### src/rtl/icache_dm_if.sv
// Fetch-side and memory-side signals of the direct-mapped instruction cache.
// The cache uses the slave modport; the core/memory environment uses master.
interface icache_dm_if;
  logic [31:0] pc;
  logic        flush;
  logic [31:0] instr;
  logic        stall;
  logic        mem_req;
  logic [31:0] mem_addr;
  logic [31:0] mem_rdata;
  logic        mem_ack;

  modport slave (
    input  pc, flush, mem_rdata, mem_ack,
    output instr, stall, mem_req, mem_addr
  );

  modport master (
    output pc, flush, mem_rdata, mem_ack,
    input  instr, stall, mem_req, mem_addr
  );
endinterface

### src/rtl/icache_dm.sv
// Direct-mapped read-only instruction cache: combinational hit path, and an
// IDLE/FILL/DONE FSM that refills a whole line word by word over req/ack.
module icache_dm #(
  parameter int LINES = 16,
  parameter int WORDS = 4
) (
  input logic        clk,
  input logic        reset,
  icache_dm_if.slave bus
);
  localparam int OB = $clog2(WORDS);
  localparam int IB = $clog2(LINES);
  localparam int TB = 30 - OB - IB;
  localparam logic [OB-1:0] CNT_LAST = OB'(WORDS - 1);
  localparam logic [OB-1:0] CNT_ONE  = OB'(1);

  localparam logic [1:0] IDLE = 2'd0;
  localparam logic [1:0] FILL = 2'd1;
  localparam logic [1:0] DONE = 2'd2;

  logic [1:0]       state_r;
  logic [LINES-1:0] valid_r;
  logic [TB-1:0]    tagArr_r  [LINES];
  logic [31:0]      dataArr_r [LINES*WORDS];
  logic [OB-1:0]    cnt_r;
  logic [IB-1:0]    fillIdx_r;
  logic [TB-1:0]    fillTag_r;
  logic             flushPend_r;
  logic             memReq_r;
  logic [31:0]      memAddr_r;

  logic [OB-1:0]    pcOff_s;
  logic [IB-1:0]    pcIdx_s;
  logic [TB-1:0]    pcTag_s;
  logic             hit_s;
  logic             lastAck_s;
  logic             unusedPcBits_s;

  assign pcOff_s        = bus.pc[2 +: OB];
  assign pcIdx_s        = bus.pc[2+OB +: IB];
  assign pcTag_s        = bus.pc[31 -: TB];
  assign unusedPcBits_s = ^bus.pc[1:0];

  // The lookup is only trusted in IDLE, so DONE always costs one stall cycle.
  assign hit_s = (state_r == IDLE) && valid_r[pcIdx_s] && (tagArr_r[pcIdx_s] == pcTag_s);
  assign lastAck_s = (state_r == FILL) && bus.mem_ack && (cnt_r == CNT_LAST);

  assign bus.stall    = ~hit_s;
  assign bus.instr    = hit_s ? dataArr_r[{pcIdx_s, pcOff_s}] : 32'h0000_0000;
  assign bus.mem_req  = memReq_r;
  assign bus.mem_addr = memAddr_r;

  // Control state: FSM, valid bits, fill counter and the memory request registers.
  always_ff @(posedge clk or posedge reset) begin
    if (reset) begin
      state_r     <= IDLE;
      valid_r     <= '0;
      cnt_r       <= '0;
      fillIdx_r   <= '0;
      fillTag_r   <= '0;
      flushPend_r <= 1'b0;
      memReq_r    <= 1'b0;
      memAddr_r   <= 32'h0000_0000;
    end else begin
      case (state_r)
        IDLE: begin
          if (bus.flush) begin
            valid_r <= '0;
          end
          if (!hit_s) begin
            state_r   <= FILL;
            memReq_r  <= 1'b1;
            memAddr_r <= {bus.pc[31:2+OB], {OB{1'b0}}, 2'b00};
            fillIdx_r <= pcIdx_s;
            fillTag_r <= pcTag_s;
            cnt_r     <= '0;
          end
        end
        FILL: begin
          if (bus.flush) begin
            flushPend_r <= 1'b1;
          end
          if (bus.mem_ack) begin
            cnt_r <= cnt_r + CNT_ONE;
            if (cnt_r == CNT_LAST) begin
              state_r  <= DONE;
              memReq_r <= 1'b0;
              // A flush seen during the fill leaves the fresh line invalid too.
              if (flushPend_r || bus.flush) begin
                valid_r     <= '0;
                flushPend_r <= 1'b0;
              end else begin
                valid_r[fillIdx_r] <= 1'b1;
              end
            end else begin
              memAddr_r <= memAddr_r + 32'd4;
            end
          end
        end
        DONE: begin
          if (bus.flush) begin
            valid_r <= '0;
          end
          state_r <= IDLE;
        end
        default: begin
          state_r  <= IDLE;
          memReq_r <= 1'b0;
        end
      endcase
    end
  end

  // Tag and data arrays carry no reset; only the valid bits gate their use.
  always_ff @(posedge clk) begin
    if ((state_r == FILL) && bus.mem_ack) begin
      dataArr_r[{fillIdx_r, cnt_r}] <= bus.mem_rdata;
    end
    if (lastAck_s) begin
      tagArr_r[fillIdx_r] <= fillTag_r;
    end
  end
endmodule

### src/flat_wrapper.sv
// flat-port wrapper written by rule: the top's interface ports become plain ports
module icache_dm_flat 
#(
  parameter int LINES = 16,
  parameter int WORDS = 4
)
  (clk, reset, bus_pc, bus_flush, bus_mem_rdata, bus_mem_ack, bus_instr, bus_stall, bus_mem_req, bus_mem_addr);
  icache_dm_if bus_i ();
  input logic clk;
  input logic reset;
  input wire logic [$bits(bus_i.pc)-1:0] bus_pc;
  input wire logic [$bits(bus_i.flush)-1:0] bus_flush;
  input wire logic [$bits(bus_i.mem_rdata)-1:0] bus_mem_rdata;
  input wire logic [$bits(bus_i.mem_ack)-1:0] bus_mem_ack;
  output wire logic [$bits(bus_i.instr)-1:0] bus_instr;
  output wire logic [$bits(bus_i.stall)-1:0] bus_stall;
  output wire logic [$bits(bus_i.mem_req)-1:0] bus_mem_req;
  output wire logic [$bits(bus_i.mem_addr)-1:0] bus_mem_addr;
  assign bus_i.pc = bus_pc;
  assign bus_i.flush = bus_flush;
  assign bus_i.mem_rdata = bus_mem_rdata;
  assign bus_i.mem_ack = bus_mem_ack;
  assign bus_instr = bus_i.instr;
  assign bus_stall = bus_i.stall;
  assign bus_mem_req = bus_i.mem_req;
  assign bus_mem_addr = bus_i.mem_addr;
  icache_dm #(.LINES(LINES), .WORDS(WORDS)) u_core (.clk(clk), .reset(reset), .bus(bus_i));
endmodule
### config.mk
export PLATFORM = sky130hd
export DESIGN_NAME = icache_dm_flat
export DESIGN_NICKNAME = d
export VERILOG_FILES = /design/src/rtl/icache_dm_if.sv /design/src/rtl/icache_dm.sv /design/src/flat_wrapper.sv
export SDC_FILE = /design/constraint.sdc
export NUM_CORES = 2
export LEC_CHECK = 0
export CAP_MARGIN = 40
export CORE_AREA = 8 8 412 414
export DETAILED_ROUTE_END_ITERATION = 10
export DIE_AREA = 0 0 420 422
export PLACE_DENSITY_LB_ADDON = 0.25
export RECOVER_POWER = 50
export SETUP_SLACK_MARGIN = 0.2
export SLEW_MARGIN = 20
export SYNTH_ARGS = -nofsm -noshare
export SYNTH_HDL_FRONTEND = slang
export SYNTH_SLANG_ARGS = --single-unit
### constraint.sdc
create_clock -name clk -period 12.7 [get_ports clk]
set_clock_uncertainty 0.2 [all_clocks]
set_input_delay 3.175 -clock clk [delete_from_list [all_inputs] [get_ports clk]]
set_output_delay 3.175 -clock clk [all_outputs]
set_load 0.01 [all_outputs]
==> run_results.csv <==
group,metric,value,unit
pwr,p_int,14.27,mW
pwr,static-leakage-power,34.42,nW
yosys,syn_inst,4142,
finish,final.fill_count,9891,
yosys,yosys_register_bits,2512,
finish,leading_cell_type_in_the_layout_fill_and_taps_excluded,"sky130_fd_sc_hd__edfxtp_1",
finish,layout.cells.most_common_list,"sky130_fd_sc_hd__edfxtp_1 (2432), sky130_fd_sc_hd__mux4_2 (754), sky130_fd_sc_hd__clkbuf_16 (236), sky130_fd_sc_hd__buf_4 (117), sky130_fd_sc_hd__clkbuf_1 (114)",
yosys,synth-main-ff-cell,"sky130_fd_sc_hd__edfxtp_1",
sta,hold_violations,0,
finish,design.final.nets,4545,
cts,cts_max_path_buffers,3,
cts,cts_tree,"built",
finish,finalCoreUtilization,67.33,%
pwr,switching_power,4.389,mW
sta,slew_violations,1218,
pwr,ir_worst_vdd,0.1561,mV
grt,antenna_violations_before_repair,8,
worst_setup_path,crit_path_start,"bus_pc[5]",
cts,post_cts_buffers,0,
worst_setup_path,criticalPathCategory,"input port to primary output",
finish,multi_input_comb_area,21550,sq um
grt,gr-usage-all-layers,27.36,%
drt,post_drt_via_cell_ratio,6.835,
sta,setup_tns_final,0,ns
worst_setup_path,worst-endpoint-required,9.32,ns
cts,numClockSinks,2512,
cts,clock_tree.htree_level_count,4,
placement,hpwl,128000,um
worst_setup_path,worst_setup_path_end_kind,"primary output",
cts,post_cts_resize_count,0,
yosys,synth_seq_area_share,77.34,%
yosys,fraction_of_the_mapped_netlist_area_in_compound_gates,1.177,%
drt,drt.antenna.violating_nets,0,
job,max_cap_viol_count,29,
pwr,share_clk_of_total_power,37.8,%
drt,dr_total_vias,46956,
hold_path,timing.hold.worst.start,"u_core.valid_r[10]",
grt,vias_in_the_first_global_route,47404,
sta,maxClockFrequency,92.41,MHz
pwr,total_power,18.66,mW
worst_setup_path,crit_path_cell_trace,"buf_8 > mux4_2 > mux2_2 > or2_0 > a221oi_1 > nor2_1 > nor4_1 > nand4_1 > buf_6 > buf_12 > a311oi_1 > clkdlybuf4s50_1",
pwr,power_density,169.5,nW/um^2
sta,final-setup-viol-count,0,
worst_setup_path,path_delay_family,"buffers and inverters",
yosys,yosysWarnings,0,
hold_path,hp-class,"flip-flop to flip-flop",
yosys,synth.mux.area_fraction,18.52,%
drt,drt-total-wl,242900,um
worst_setup_path,timing.critical_path.slowest_stage_cell,"sky130_fd_sc_hd__clkdlybuf4s50_1",
cts,cts.clk_slew.worst_paths,0.06,ns
worst_setup_path,critPathLaunchType,"input port",
pwr,power.switching_fraction,23.53,%
yosys,synth_area,97020,sq um
cts,cts-hold-fix-buffers,0,
yosys,combinational_family_with_the_most_area_after_synthesis,"multiplexers",
sta,min_period_over_period,85.21,%
floorplanning,core_area,163500,sq um
worst_setup_path,arrival,7.45,ns
cts,cts_root_buffer,"sky130_fd_sc_hd__clkbuf_16",
floorplanning,die_width,420,um
floorplanning,ios,134,
floorplanning,die_y,422,um
finish,sequential_cell_area,75030,sq um
placement,place.gp.congestion,0.8067,
floorplanning,std_cell_rows,149,
floorplanning,start_util,59.34,%
drt,firstDrtPassIters,7,
yosys,syn_avg_cell_area,23.42,sq um
sta,setup_repair_after_global_routing_missed_its_margin,"no",
run_status,violations,"max-capacitance violations, max-slew violations",
drt,wl_per_cell,35.36,um
cts,insertion_delay,0.87,ns
drt,drt_first_iter_violations,6551,
sta,post-route-min-period,10.82,ns
pwr,power.combinational.fraction,8.9,%
grt,globalRouteOverflowTotal,0,
grt,global_route_wire_length_before_repair,345400,um
yosys,synth-edff-count,2432,
finish,area_growth,13.46,%
placement,input_output_buffers,129,
worst_setup_path,critical_path_buf_inv_count,4,
worst_setup_path,worstReg2RegStart,"u_core.state_r[0]",
drt,route.detailed.drc,0,
floorplanning,die_area,177200,sq um
yosys,yosys.area_share.simple,1.573,%
finish,drive_gt1_share,29.64,%
sta,max_slew_margin,-59.03,%
sta,worst_slew_pin_slew,2.385,ns
yosys,synth.distinct_cells,62,
worst_setup_path,crit_path_max_incr_delay,0.68,ns
yosys,synthAdderAreaFrac,0.02579,%
yosys,synth-xor-area-share,0.3160,%
run_status,outcome,"finished with violations",
grt,largest_net_degree_at_the_start_of_global_routing,90,
cts,cts-buffers-inserted,236,
yosys,synth_async_sr_flop_share,3.185,%
worst_setup_path,critical_path_peak_fanout,64,
pwr,power.sequential.fraction,53.2,%
## sequential cells by signal (all words and copies together), names as in the netlist, 2 cells and up
register and flops:
u_core.cnt_r 2, u_core.tagArr_r 384, u_core.bus.mem_addr 30, u_core.dataArr_r 2048
u_core.fillIdx_r 4, u_core.fillTag_r 24, u_core.valid_r 16, u_core.state_r 2
## metal layers
metal	GRT usage (%)	wire, um	vias up
met5	0	71	-
met4	8.925	8469	12
met3	6.163	25100	438
met2	44.06	120300	2873
met1	37.82	89000	25242
li1	-	-	18391
## metrics by stage
step                      hold WS [ns]  worst slack, ns  instances  cell area [sq um]
after global routing            0.3182            1.833       6869             110100
after floorplan                 0.2573            3.383       4143              97020
final                           0.3008            1.879       6870             110100
after detailed placement        0.2843            1.300       6417             102800
after CTS                       0.3020            1.273       6860             110600
after global placement          0.2735            1.089       6360             101600
## worst min-delay path: cells and delay by family, from the launching register on
family	cells	cell delay (ns)
DFF	1	0.35
and+or+nand+nor	1	0.07
AOI/OAI and AO/OA	1	0.05
## synth_stat cells (all sizes together) (5+ instances only)
master,n,area [sq um]
edfxtp,2432,73030
mux4,754,16980
nor2,129,484.2
clkbuf,117,439.2
buf,110,525.5
nand2,81,304.0
dfrtp,80,2002
mux2i,61,610.6
a21oi,35,175.2
mux2,33,371.6
o21ai,32,160.2
nor2b,30,187.7
xnor2,25,219.0
a31oi,22,137.6
nand3,21,105.1
a211oi,20,150.1
and3,20,125.1
inv,13,48.80
nor3,10,50.05
xor2,10,87.58
a211o,9,78.83
a21boi,7,52.55
a311oi,7,61.31
and2,7,43.79
nor4,7,43.79
nand4,6,37.54
or3,6,37.54
or2,5,31.28
## power groups by stage
stage | registers [mW] | logic [mW] | clock network [mW]
2_1_floorplan | 9.99 | 0.928 | 0
3_3_place_gp | 10.1 | 1.59 | 0
5_1_grt | 9.97 | 1.76 | 7.44
3_5_place_dp | 10.1 | 1.68 | 0
6_report | 9.93 | 1.67 | 7.06
4_1_cts | 9.92 | 1.69 | 7.14
## final cells by class
| type | count | share of cell area [%] |
|---|---|---|
| sequential | 2512 | 68.16 |
| timing repair buffer | 321 | 2.660 |
| clock inverter | 160 | 1.515 |
| multi-input combinational | 1390 | 19.57 |
| antenna | 1 | 0.002273 |
| tap | 2189 | 2.488 |
| clock buffer | 283 | 5.544 |
| inverter | 14 | 0.05342 |
## worst paths after layout
| kind | end | slack [ns] | cells after the start |
|---|---|---|---|
| max reg2reg | u_core.dataArr_r[29][22] | 8.39 | 7 |
| min reg2reg | u_core.valid_r[10] | 0.30 | 2 |
| min in group asynchronous | u_core.bus.mem_addr[11] | 2.60 | 2 |
| max in group asynchronous | u_core.fillTag_r[13] | 5.51 | 4 |
| max | bus_instr[24] | 1.88 | 12 |
| min | u_core.valid_r[10] | 0.30 | 2 |
## cells by family (layout without fill, tap and decap cells)
logic type | count (synthesis) | in the layout
XOR/XNOR | 35 | 35
AND/OR/NAND/NOR | 332 | 332
adder cells (fa/ha/maj) | 2 | 2
flip-flops | 2512 | 2512
AO/OA/AOI/OAI | 171 | 171
multiplexers | 848 | 848
buffers and inverters | 241 | 778
other | 1 | 3
Power figures use the tool's default switching activity.
